--- src/rtl/fifo_tx_if.sv ---
// FIFO read-side bundle between the processor-side 4x8 FIFO and the serial transmitter.
// Valid/ready: rdReq is a one-cycle pop; wordIn is valid the cycle after rdReq and nempty qualifies a pop.
interface fifo_tx_if;
  logic       nempty;
  logic [7:0] wordIn;
  logic       rdReq;

  modport master (input nempty, input wordIn, output rdReq);
  modport slave  (output nempty, output wordIn, input rdReq);
endinterface

--- src/rtl/fifo_tx.sv ---
// Serial transmitter draining an 8-bit FIFO: start, 8 data bits LSB-first, optional parity, stop.
// Optional even-parity bit enabled by defining FIFO_TX_PARITY_EN.
module fifo_tx #(
  parameter int CLKS_PER_BIT = 4
) (
  input  logic            pclk,
  input  logic            clear,
  input  logic            txEn,
  fifo_tx_if.master       fifo,
  output logic            txd,
  output logic            busy,
  output logic            txDone,
  output logic [2:0]      dbg_state_o
);

  typedef enum logic [2:0] {
    S_IDLE   = 3'd0,
    S_FETCH  = 3'd1,
    S_LOAD   = 3'd2,
    S_START  = 3'd3,
    S_DATA   = 3'd4,
`ifdef FIFO_TX_PARITY_EN
    S_PARITY = 3'd5,
`endif
    S_STOP   = 3'd6
  } state_t;

  localparam logic [7:0] LAST = 8'(CLKS_PER_BIT - 1);

  state_t     state_q, state_d;
  logic [7:0] cnt_q, cnt_d;
  logic [2:0] idx_q, idx_d;
  logic [7:0] shift_q, shift_d;
  logic       txd_q, txd_d;
  logic       busy_q, busy_d;
  logic       rdreq_q, rdreq_d;
  logic       done_q, done_d;
  logic       bit_end;
`ifdef FIFO_TX_PARITY_EN
  logic       par_q, par_d;
`endif

  assign bit_end = (cnt_q == LAST);

  always_comb begin
    state_d = state_q;
    cnt_d   = cnt_q;
    idx_d   = idx_q;
    shift_d = shift_q;
`ifdef FIFO_TX_PARITY_EN
    par_d   = par_q;
`endif
    case (state_q)
      S_IDLE:  if (txEn && fifo.nempty) state_d = S_FETCH;
      S_FETCH: state_d = S_LOAD;
      S_LOAD: begin
        // Capture is unconditional: the pop was already issued in FETCH.
        shift_d = fifo.wordIn;
`ifdef FIFO_TX_PARITY_EN
        par_d   = ^fifo.wordIn;
`endif
        cnt_d   = 8'd0;
        state_d = S_START;
      end
      S_START: begin
        if (bit_end) begin
          cnt_d   = 8'd0;
          idx_d   = 3'd0;
          state_d = S_DATA;
        end else begin
          cnt_d = cnt_q + 8'd1;
        end
      end
      S_DATA: begin
        if (bit_end) begin
          cnt_d   = 8'd0;
          shift_d = shift_q >> 1;
          idx_d   = idx_q + 3'd1;
`ifdef FIFO_TX_PARITY_EN
          if (idx_q == 3'd7) state_d = S_PARITY;
`else
          if (idx_q == 3'd7) state_d = S_STOP;
`endif
        end else begin
          cnt_d = cnt_q + 8'd1;
        end
      end
`ifdef FIFO_TX_PARITY_EN
      S_PARITY: begin
        if (bit_end) begin
          cnt_d   = 8'd0;
          state_d = S_STOP;
        end else begin
          cnt_d = cnt_q + 8'd1;
        end
      end
`endif
      S_STOP: begin
        if (bit_end) begin
          cnt_d   = 8'd0;
          state_d = (txEn && fifo.nempty) ? S_FETCH : S_IDLE;
        end else begin
          cnt_d = cnt_q + 8'd1;
        end
      end
      default: begin
        cnt_d   = 8'd0;
        state_d = S_IDLE;
      end
    endcase

    // Outputs are decoded from the next state so every output leaves a flop.
    case (state_d)
      S_START:  txd_d = 1'b0;
      S_DATA:   txd_d = shift_d[0];
`ifdef FIFO_TX_PARITY_EN
      S_PARITY: txd_d = par_d;
`endif
      default:  txd_d = 1'b1;
    endcase
    rdreq_d = (state_d == S_FETCH);
    busy_d  = (state_d != S_IDLE);
    done_d  = (state_d == S_STOP) && (cnt_d == LAST);
  end

  always_ff @(posedge pclk) begin
    if (!clear) begin
      state_q <= S_IDLE;
      cnt_q   <= 8'd0;
      idx_q   <= 3'd0;
      shift_q <= 8'd0;
      txd_q   <= 1'b1;
      busy_q  <= 1'b0;
      rdreq_q <= 1'b0;
      done_q  <= 1'b0;
`ifdef FIFO_TX_PARITY_EN
      par_q   <= 1'b0;
`endif
    end else begin
      state_q <= state_d;
      cnt_q   <= cnt_d;
      idx_q   <= idx_d;
      shift_q <= shift_d;
      txd_q   <= txd_d;
      busy_q  <= busy_d;
      rdreq_q <= rdreq_d;
      done_q  <= done_d;
`ifdef FIFO_TX_PARITY_EN
      par_q   <= par_d;
`endif
    end
  end

  assign fifo.rdReq  = rdreq_q;
  assign txd         = txd_q;
  assign busy        = busy_q;
  assign txDone      = done_q;
  assign dbg_state_o = state_q;

endmodule
--- src/flat_wrapper.sv ---
// flat-port wrapper written by rule: the top's interface ports become plain ports
module fifo_tx_flat 
#(
  parameter int CLKS_PER_BIT = 4
)
  (pclk, clear, txEn, txd, busy, txDone, dbg_state_o, fifo_nempty, fifo_wordIn, fifo_rdReq);
  fifo_tx_if fifo_i ();
  input  logic pclk;
  input  logic clear;
  input  logic txEn;
  output logic txd;
  output logic busy;
  output logic txDone;
  output logic [2:0] dbg_state_o;
  input wire logic [$bits(fifo_i.nempty)-1:0] fifo_nempty;
  input wire logic [$bits(fifo_i.wordIn)-1:0] fifo_wordIn;
  output wire logic [$bits(fifo_i.rdReq)-1:0] fifo_rdReq;
  assign fifo_i.nempty = fifo_nempty;
  assign fifo_i.wordIn = fifo_wordIn;
  assign fifo_rdReq = fifo_i.rdReq;
  fifo_tx #(.CLKS_PER_BIT(CLKS_PER_BIT)) u_core (.pclk(pclk), .clear(clear), .txEn(txEn), .fifo(fifo_i), .txd(txd), .busy(busy), .txDone(txDone), .dbg_state_o(dbg_state_o));
endmodule
--- config.mk ---
export PLATFORM = sky130hd
export DESIGN_NAME = fifo_tx_flat
export DESIGN_NICKNAME = d
export VERILOG_FILES = /design/src/rtl/fifo_tx_if.sv /design/src/rtl/fifo_tx.sv /design/src/flat_wrapper.sv
export SDC_FILE = /design/constraint.sdc
export NUM_CORES = 1
export LEC_CHECK = 0
export ABC_CLOCK_PERIOD_IN_PS = 2410
export BUFFER_PORTS_ARGS = -buffer_cell sky130_fd_sc_hd__buf_2
export CORE_MARGIN = 5
export CORE_UTILIZATION = 50
export CTS_CLUSTER_SIZE = 24
export DETAILED_ROUTE_END_ITERATION = 8
export PLACE_DENSITY_LB_ADDON = 0.08
export SYNTH_ARGS = -nofsm -noshare
export SYNTH_HDL_FRONTEND = slang
export SYNTH_SLANG_ARGS = --single-unit
--- constraint.sdc ---
create_clock -name pclk -period 2.41 [get_ports pclk]
set_input_delay 0.1205 -clock pclk [delete_from_list [all_inputs] [get_ports pclk]]
set_output_delay 0.1205 -clock pclk [all_outputs]
set_load 0.03 [all_outputs]
# After elaboration in Yosys (flattened, before gate mapping)
# Index checks and enable logic that the tools add are counted.
dict set report word_totals {
  inputBits 12
  out_inout_bits 7
  ramBits 0
  latchBits 0
  romBits 0
  wordCells 50
  register_bits 26
  memories 0
}
dict set report classes {
  reduce_logical 10
  n_div 0
  n_mul 0
  magnitude_cmp 0
  shift 0
  add_sub_neg 2
  bitwise_logic 0
  eq_ne 14
  mux 15
}
# op n
set op_table {}
lappend op_table {{8-bit case mux with 2 select lines} 2}
lappend op_table {{3-bit 2-to-1 mux} 7}
lappend op_table {{3-bit case mux with 6 select lines} 1}
lappend op_table {{8-bit by 2-bit == test with 1-bit output (second input constant)} 2}
lappend op_table {{8-bit 2-to-1 mux} 2}
lappend op_table {{3-bit == test (second input constant)} 5}
lappend op_table {{3-bit by 2-bit == test with 1-bit output (second input constant)} 3}
lappend op_table {{8-bit by 1-bit adder with 8-bit output (second input constant)} 1}
lappend op_table {{3-bit by 1-bit == test with 1-bit output (second input constant)} 2}
lappend op_table {{3-bit case mux with 2 select lines} 1}
lappend op_table {{2-bit by 1-bit inequality test with 1-bit output (second input constant)} 2}
lappend op_table {{2-bit nonzero test} 2}
lappend op_table {{3-bit by 1-bit adder with 3-bit output (second input constant)} 1}
lappend op_table {{3-bit logical NOT} 1}
lappend op_table {{3-bit AND reduction} 1}
lappend op_table {{3-bit nonzero test} 1}
lappend op_table {{3-bit OR reduction} 1}
lappend op_table {{1-bit logical AND} 2}
lappend op_table {{1-bit case mux with 2 select lines} 1}
lappend op_table {{2-bit AND reduction} 1}
lappend op_table {{2-bit OR reduction} 1}
lappend op_table {{1-bit 2-to-1 mux} 1}

# Logic depth before layout (Yosys ltp)
# Gate-level depths: netlist of the first run.
dict set report logic_depth {
  depth_word 6
  ltp_mapped 7
  ltp_nobuf 6
}

# Worst setup path after synthesis of the first run
# Ideal clock, no wire load.
dict set report synth_timing {
  kind {flip-flop to flip-flop}
  startpoint {register u_core.cnt_q[0]}
  endpoint {register u_core.rdreq_q (netlist: u_core.fifo.rdReq)}
  stages_incl_launch_ff 6
  period_less_slack_ps 1877
  n_path_buf 0
  path_slack_ps 533
  t_required_ps 2307
  t_arrival_ps 1773
  cell_sequence {dfxtp_1 ha_1 or4b_4 nor2_2 nand3_2 a2111oi_2}
}
dict set report synth_via {
  elab_chain_len 4
  word_cells_on_any_way 6
  classes_between {eq/ne (2); mux (4)}
}
# element line
set synth_lines {}
lappend synth_lines {{start: declaration} fifo_tx.sv:31} ;# logic [7:0] cnt_q, cnt_d;
lappend synth_lines {{start signal: assignment} fifo_tx.sv:141} ;# cnt_q <= cnt_d;
lappend synth_lines {{8-bit by 2-bit == test with 1-bit output *} fifo_tx.sv:43} ;# assign bit_end = (cnt_q == LAST);
lappend synth_lines {{3-bit 2-to-1 mux (on tied branches)} {fifo_tx.sv:99, fifo_tx.sv:66, fifo_tx.sv:75}}
lappend synth_lines {{3-bit case mux with 6 select lines *} fifo_tx.sv:53} ;# case (state_q)
lappend synth_lines {{3-bit by 1-bit == test with 1-bit output *} fifo_tx.sv:121} ;# rdreq_d = (state_d == S_FETCH);
lappend synth_lines {{end signal: assignment} fifo_tx.sv:146} ;# rdreq_q <= rdreq_d;
lappend synth_lines {{end: declaration} fifo_tx.sv:36} ;# logic rdreq_q, rdreq_d;
# Every way passes the cells marked *; elsewhere a longest branch is shown, timed or not.
# A chain may end at the register's enable or synchronous reset.

# Final worst setup path of the first run
# Ends and elaborated chain as after synthesis.

==> results of run 1 <==
-- power breakdown --
group | internal, mW | switching [mW] | leakage, nW
clock network | 0.168 | 0.133 | 0.0279
registers | 0.458 | 0.0333 | 0.211
logic | 0.0870 | 0.133 | 0.432
total | 0.713 | 0.299 | 0.671
-- flip-flops by register name, indices dropped and copies added (netlist names) --
name / cells
u_core.shift_q: 8
u_core.txDone: 1
u_core.idx_q: 3
u_core.fifo.rdReq: 1
u_core.txd: 1
u_core.dbg_state_o: 3
u_core.busy: 1
u_core.cnt_q: 8
-- worst paths after layout --
path                           from                end
hold / removal       fifo_wordIn[7]  u_core.shift_q[7]
hold reg to reg   u_core.shift_q[1]  u_core.shift_q[1]
setup / recovery    u_core.cnt_q[0]  u_core.fifo.rdReq
setup reg to reg    u_core.cnt_q[0]  u_core.fifo.rdReq
-- worst max-delay path, cell delays in order, from the launching register on --
cell       delay, ns
dfxtp_1         0.47
ha_1            0.32
or4b_4          0.54
nor2_2          0.23
nand3_2         0.10
a2111oi_2       0.36
-- cells in the mapped netlist (all sizes together) (4+ instances only) --
cell    count  area, um2
dfxtp      26        521
nor2       26        100
nand2      17       63.8
a22oi      13       97.6
a21oi      12       60.1
o21ai       9       48.8
nand3       7       40.0
inv         6       22.5
buf         5       27.5
clkbuf      5       23.8
nor3b       4       30.0
-- per-layer routing --
layer	GRT usage	routed length [um]	vias to the layer above
met2	0.308	1700	69
met1	0.240	1630	662
met3	0.0415	264	10
li1	-	-	705
met5	0	0	-
met4	0.0607	47	0
-- kinds of logic (layout without fill, tap and decap cells) --
group                    Yosys count  in the layout  synth area share
AO/OA/AOI/OAI                     55             55             0.254
AND/OR/NAND/NOR                   79             79             0.298
adder cells (fa/ha/maj)            3              3            0.0251
flip-flops                        26             26             0.348
multiplexers                       3              3            0.0201
XOR/XNOR                           1              1           0.00586
buffers and inverters             16             32            0.0494
-- area by class of cell --
type                       count  area, um2  area share
clock buffer                   3       22.5      0.0136
clock inverter                 1       30.0      0.0181
inverter                       6       22.5      0.0136
multi-input combinational    141        901       0.544
sequential                    26        520       0.314
tap                           31       38.8      0.0234
timing repair buffer          22        120      0.0726
==> impl_metrics.yaml, run 1 <==
synth:
  ys_seq_area_frac: 0.348
  async_reset_ff_frac: 0
  synth_edf_count: 0
  synthCells: 183
  synth_ff_type: "dfxtp_1"
  ys_warn_count: 0
  synth_nets: 198
  synth_seq_cells: 26
  synth_area_um2: 1500
  synth_cell_types: 54
  syn_area_per_cell_um2: 8.17
critical_path:
  cp.arrival_ns: 2.34
  critPathRequiredTime_ns: 2.65
  rr_worst_depth: 5
  end_kind: "flop"
  startpoint_type: "flop"
  worstSetupPathType: "reg2reg"
  cp_max_fo: 6
  r2r_slack_ns: 0.31
die:
  start_util: 0.533
  core_area_um2: 2810
  die_w_um: 64.7
  io_pins: 19
  rows: 19
  die_h_um: 64.7
  dieArea_um2: 4180
outcome:
  run_status: "finished, final reports clean"
flow_run:
  drv_cap: 0
sta:
  fin_crit_sh: 0.873
  rsz0062_at_grt: "no"
  worst_slack_ns: 0.306
  tightest_slew_ns: 0.559
  finalHoldViolCount: 0
  fin_crit_ns: 2.10
  timing.fmax_mhz: 475
  finalMaxSlewViolations: 0
  relSlewSlack: 0.625
  holdWs_ns: 0.0276
  tns_ns: 0
  clock-skew-final_ns: 0.00771
  finalSetupViolations: 0
place:
  finalWeightedCongestion: 0.889
  port_buffers: 18
  dp.cells: 226
  dp_hpwl_um: 2590
  pre_cts_slack_ns: 0.347
  postPlaceCellArea_um2: 1600
cts:
  clk_pin_slew_ns: 0.15
  insertion_delay_ns: 0.32
  cts.sinks: 26
  cts_resized: 0
  root_buffer: "clkbuf_4"
  cts_buffers: 3
  cts_tree: "yes"
  cts_buffer_depth: 2
  cts_hold_buf: 0
  post_cts_buffers: 0
  h-tree-depth: 1
global_route:
  overflow: 0
  grt_antenna_before_repair: 0
  grtUsageTotal: 0.186
  grt_pass1_vias: 1317
  grt_pass1_wl_um: 6250
  grt_max_degree: 17
finish:
  final_core_util: 0.590
  stdcell_count: 230
  nFillCells: 268
  nets: 215
  antennaDiodeCount: 0
  postLayoutCellArea_um2: 1660
  layout-drive-gt1-share: 0.191
  final_common_cell: "dfxtp_1"
  area_growth_pct: 10.7
  mostFrequentLayoutCells: "dfxtp_1 (26), nor2_1 (25), buf_2 (18), nand2_1 (17), a22oi_1 (13)"
pwr:
  totalPowerFinal_mw: 1.01
  ir_worst_vdd_mv: 0.337
  power_leakage_nw: 0.671
  powerDensity_nw_per_um2: 611
min_path:
  whs_path_depth: 3
  min_path_type: "in2reg"
routing:
  drtAntennaViolNets: 0
  wl_per_cell_um: 15.8
  wl_um: 3640
  vias_per_cell: 6.29
  drt_iter0_drc: 150
  drc: 0
  firstDrtPassIters: 5
  vias: 1446
(Power assumes the default switching activity.)
==> run 2: changes to the inputs <==
--- a/config.mk
+++ b/config.mk
@@ -7,8 +7,10 @@
 export LEC_CHECK = 0
 export ABC_CLOCK_PERIOD_IN_PS = 2410
 export BUFFER_PORTS_ARGS = -buffer_cell sky130_fd_sc_hd__buf_2
+export CELL_PAD_IN_SITES_DETAIL_PLACEMENT = 1
+export CELL_PAD_IN_SITES_GLOBAL_PLACEMENT = 1
 export CORE_MARGIN = 5
-export CORE_UTILIZATION = 50
+export CORE_UTILIZATION = 42
 export CTS_CLUSTER_SIZE = 24
 export DETAILED_ROUTE_END_ITERATION = 8
 export PLACE_DENSITY_LB_ADDON = 0.08
==> constraint.sdc (replaced) <==
create_clock -name pclk -period 2.41 [get_ports pclk]
set_input_delay 0.1205 -clock pclk [delete_from_list [all_inputs] [get_ports pclk]]
set_output_delay 0.1205 -clock pclk [all_outputs]
set_load 0.05 [all_outputs]
==> impl_metrics.yaml, run 2 (synthesis gave the netlist of run 1 again) <==
cts:
  cts_hold_buf: 0
  cts_tree: "yes"
  cts_buffers: 3
  cts.sinks: 26
  cts_resized: 0
  insertion_delay_ns: 0.33
  cts_buffer_depth: 2
  post_cts_buffers: 0
  clk_pin_slew_ns: 0.16
  h-tree-depth: 1
  root_buffer: "clkbuf_4"
routing:
  drt_iter0_drc: 92
  wl_per_cell_um: 16.8
  vias_per_cell: 5.82
  vias: 1425
  wl_um: 4110
  firstDrtPassIters: 4
  drtAntennaViolNets: 0
  drc: 0
sta:
  fin_crit_ns: 2.13
  timing.fmax_mhz: 469
  tns_ns: 0
  finalHoldViolCount: 0
  fin_crit_sh: 0.885
  holdWs_ns: 0.00708
  tightest_slew_ns: 0.611
  clock-skew-final_ns: 0.0168
  finalMaxSlewViolations: 0
  relSlewSlack: 0.591
  finalSetupViolations: 0
  rsz0062_at_grt: "no"
die:
  start_util: 0.441
  die_h_um: 69.7
  rows: 21
  io_pins: 19
  core_area_um2: 3390
  die_w_um: 69.7
  dieArea_um2: 4850
finish:
  final_common_cell: "dfxtp_1"
  reg_top3: "u_core.cnt_q: 8 flops, u_core.shift_q: 8 flops"
  nets: 215
  area_growth_pct: 10.9
  mostFrequentLayoutCells: "dfxtp_1 (26), nor2_1 (25), buf_2 (18), nand2_1 (17), a22oi_1 (13)"
  layout-drive-gt1-share: 0.191
  antennaDiodeCount: 0
critical_path:
  r2r_slack_ns: 0.28
  r2r-end: "u_core.txd"
  critPathRequiredTime_ns: 2.69
  startpoint_type: "flop"
  cp_max_fo: 11
  cp.arrival_ns: 2.41
  rr_worst_depth: 6
  timing.rr.start: "u_core.cnt_q[0]"
  end_kind: "flop"
  worstSetupPathType: "reg2reg"
min_path:
  min_to: "u_core.shift_q[7]"
  hold_start: "fifo_wordIn[7]"
  whs_path_depth: 3
  min_path_type: "in2reg"
global_route:
  grtUsageTotal: 0.173
  grt_max_degree: 17
  grt_pass1_wl_um: 6960
  overflow: 0
  grt_pass1_vias: 1460
  grt_antenna_before_repair: 0
outcome:
  run_status: "finished, final reports clean"
place:
  port_buffers: 18
  finalWeightedCongestion: 0.936
  dp_hpwl_um: 3030
pwr:
  power_leakage_nw: 0.664
  ir_worst_vdd_mv: 0.351
  powerDensity_nw_per_um2: 585
flow_run:
  drv_cap: 0
## run 2: cell count changes in the layout (fill, tap and decap cells not counted), sizes merged
cell    before  now
bufinv       1    0
clkbuf       3    4
## run 2: cell type report
type                            instances  area [um2]
Sequential cell                        26         520
Tap cell                               46        57.6
Multi-Input combinational cell        141         901
Inverter                                6        22.5
Timing Repair Buffer                   22         120
Clock buffer                            4        36.3
Fill cell                             419        1730
## run 2: worst max-delay path: stages (launching register included)
cell and delay, ns:
dfxtp_1 0.49, ha_1 0.33, nor4b_4 0.38, and3_1 0.48
a221o_1 0.23, nor2_1 0.04, mux2i_1 0.14
## run 2: worst max-delay path by stage
stage / slack [ns] / endpoint / start
2_1_floorplan: 0.47 / u_core.shift_q[0] / u_core.dbg_state_o[2]
3_3_place_gp: 0.38 / u_core.txDone / u_core.cnt_q[0]
3_5_place_dp: 0.31 / u_core.txd / u_core.cnt_q[0]
4_1_cts: 0.28 / u_core.txd / u_core.cnt_q[0]
5_1_grt: 0.04 / u_core.txd / u_core.cnt_q[0]
6_report: 0.28 / u_core.txd / u_core.cnt_q[0]
## run 2: where the power goes
group / switching (mW) / internal, mW
sequential: 0.0309 / 0.458
combinational: 0.163 / 0.0871
clock: 0.140 / 0.0925
total: 0.333 / 0.637
## run 2: per-layer routing
metal  up-vias  track usage  share of wire
li1        705            -              -
met1       693        0.231           0.49
met2        25        0.292           0.48
met3         2       0.0217          0.033
met4         0       0.0447         0.0056
met5         -            0              0
## run 2: stage by stage
stage                     instances  instance area [um2]  setup WS, ns  power, mW   util
after floorplan                 183                 1500         0.471      0.672      -
after global placement          241                 1620         0.383      0.736  0.478
after detailed placement        241                 1620         0.309      0.747  0.478
after CTS                       245                 1660         0.277      0.978  0.489
after global routing            245                 1660        0.0410       1.02  0.489
final                           245                 1660         0.278      0.971  0.489
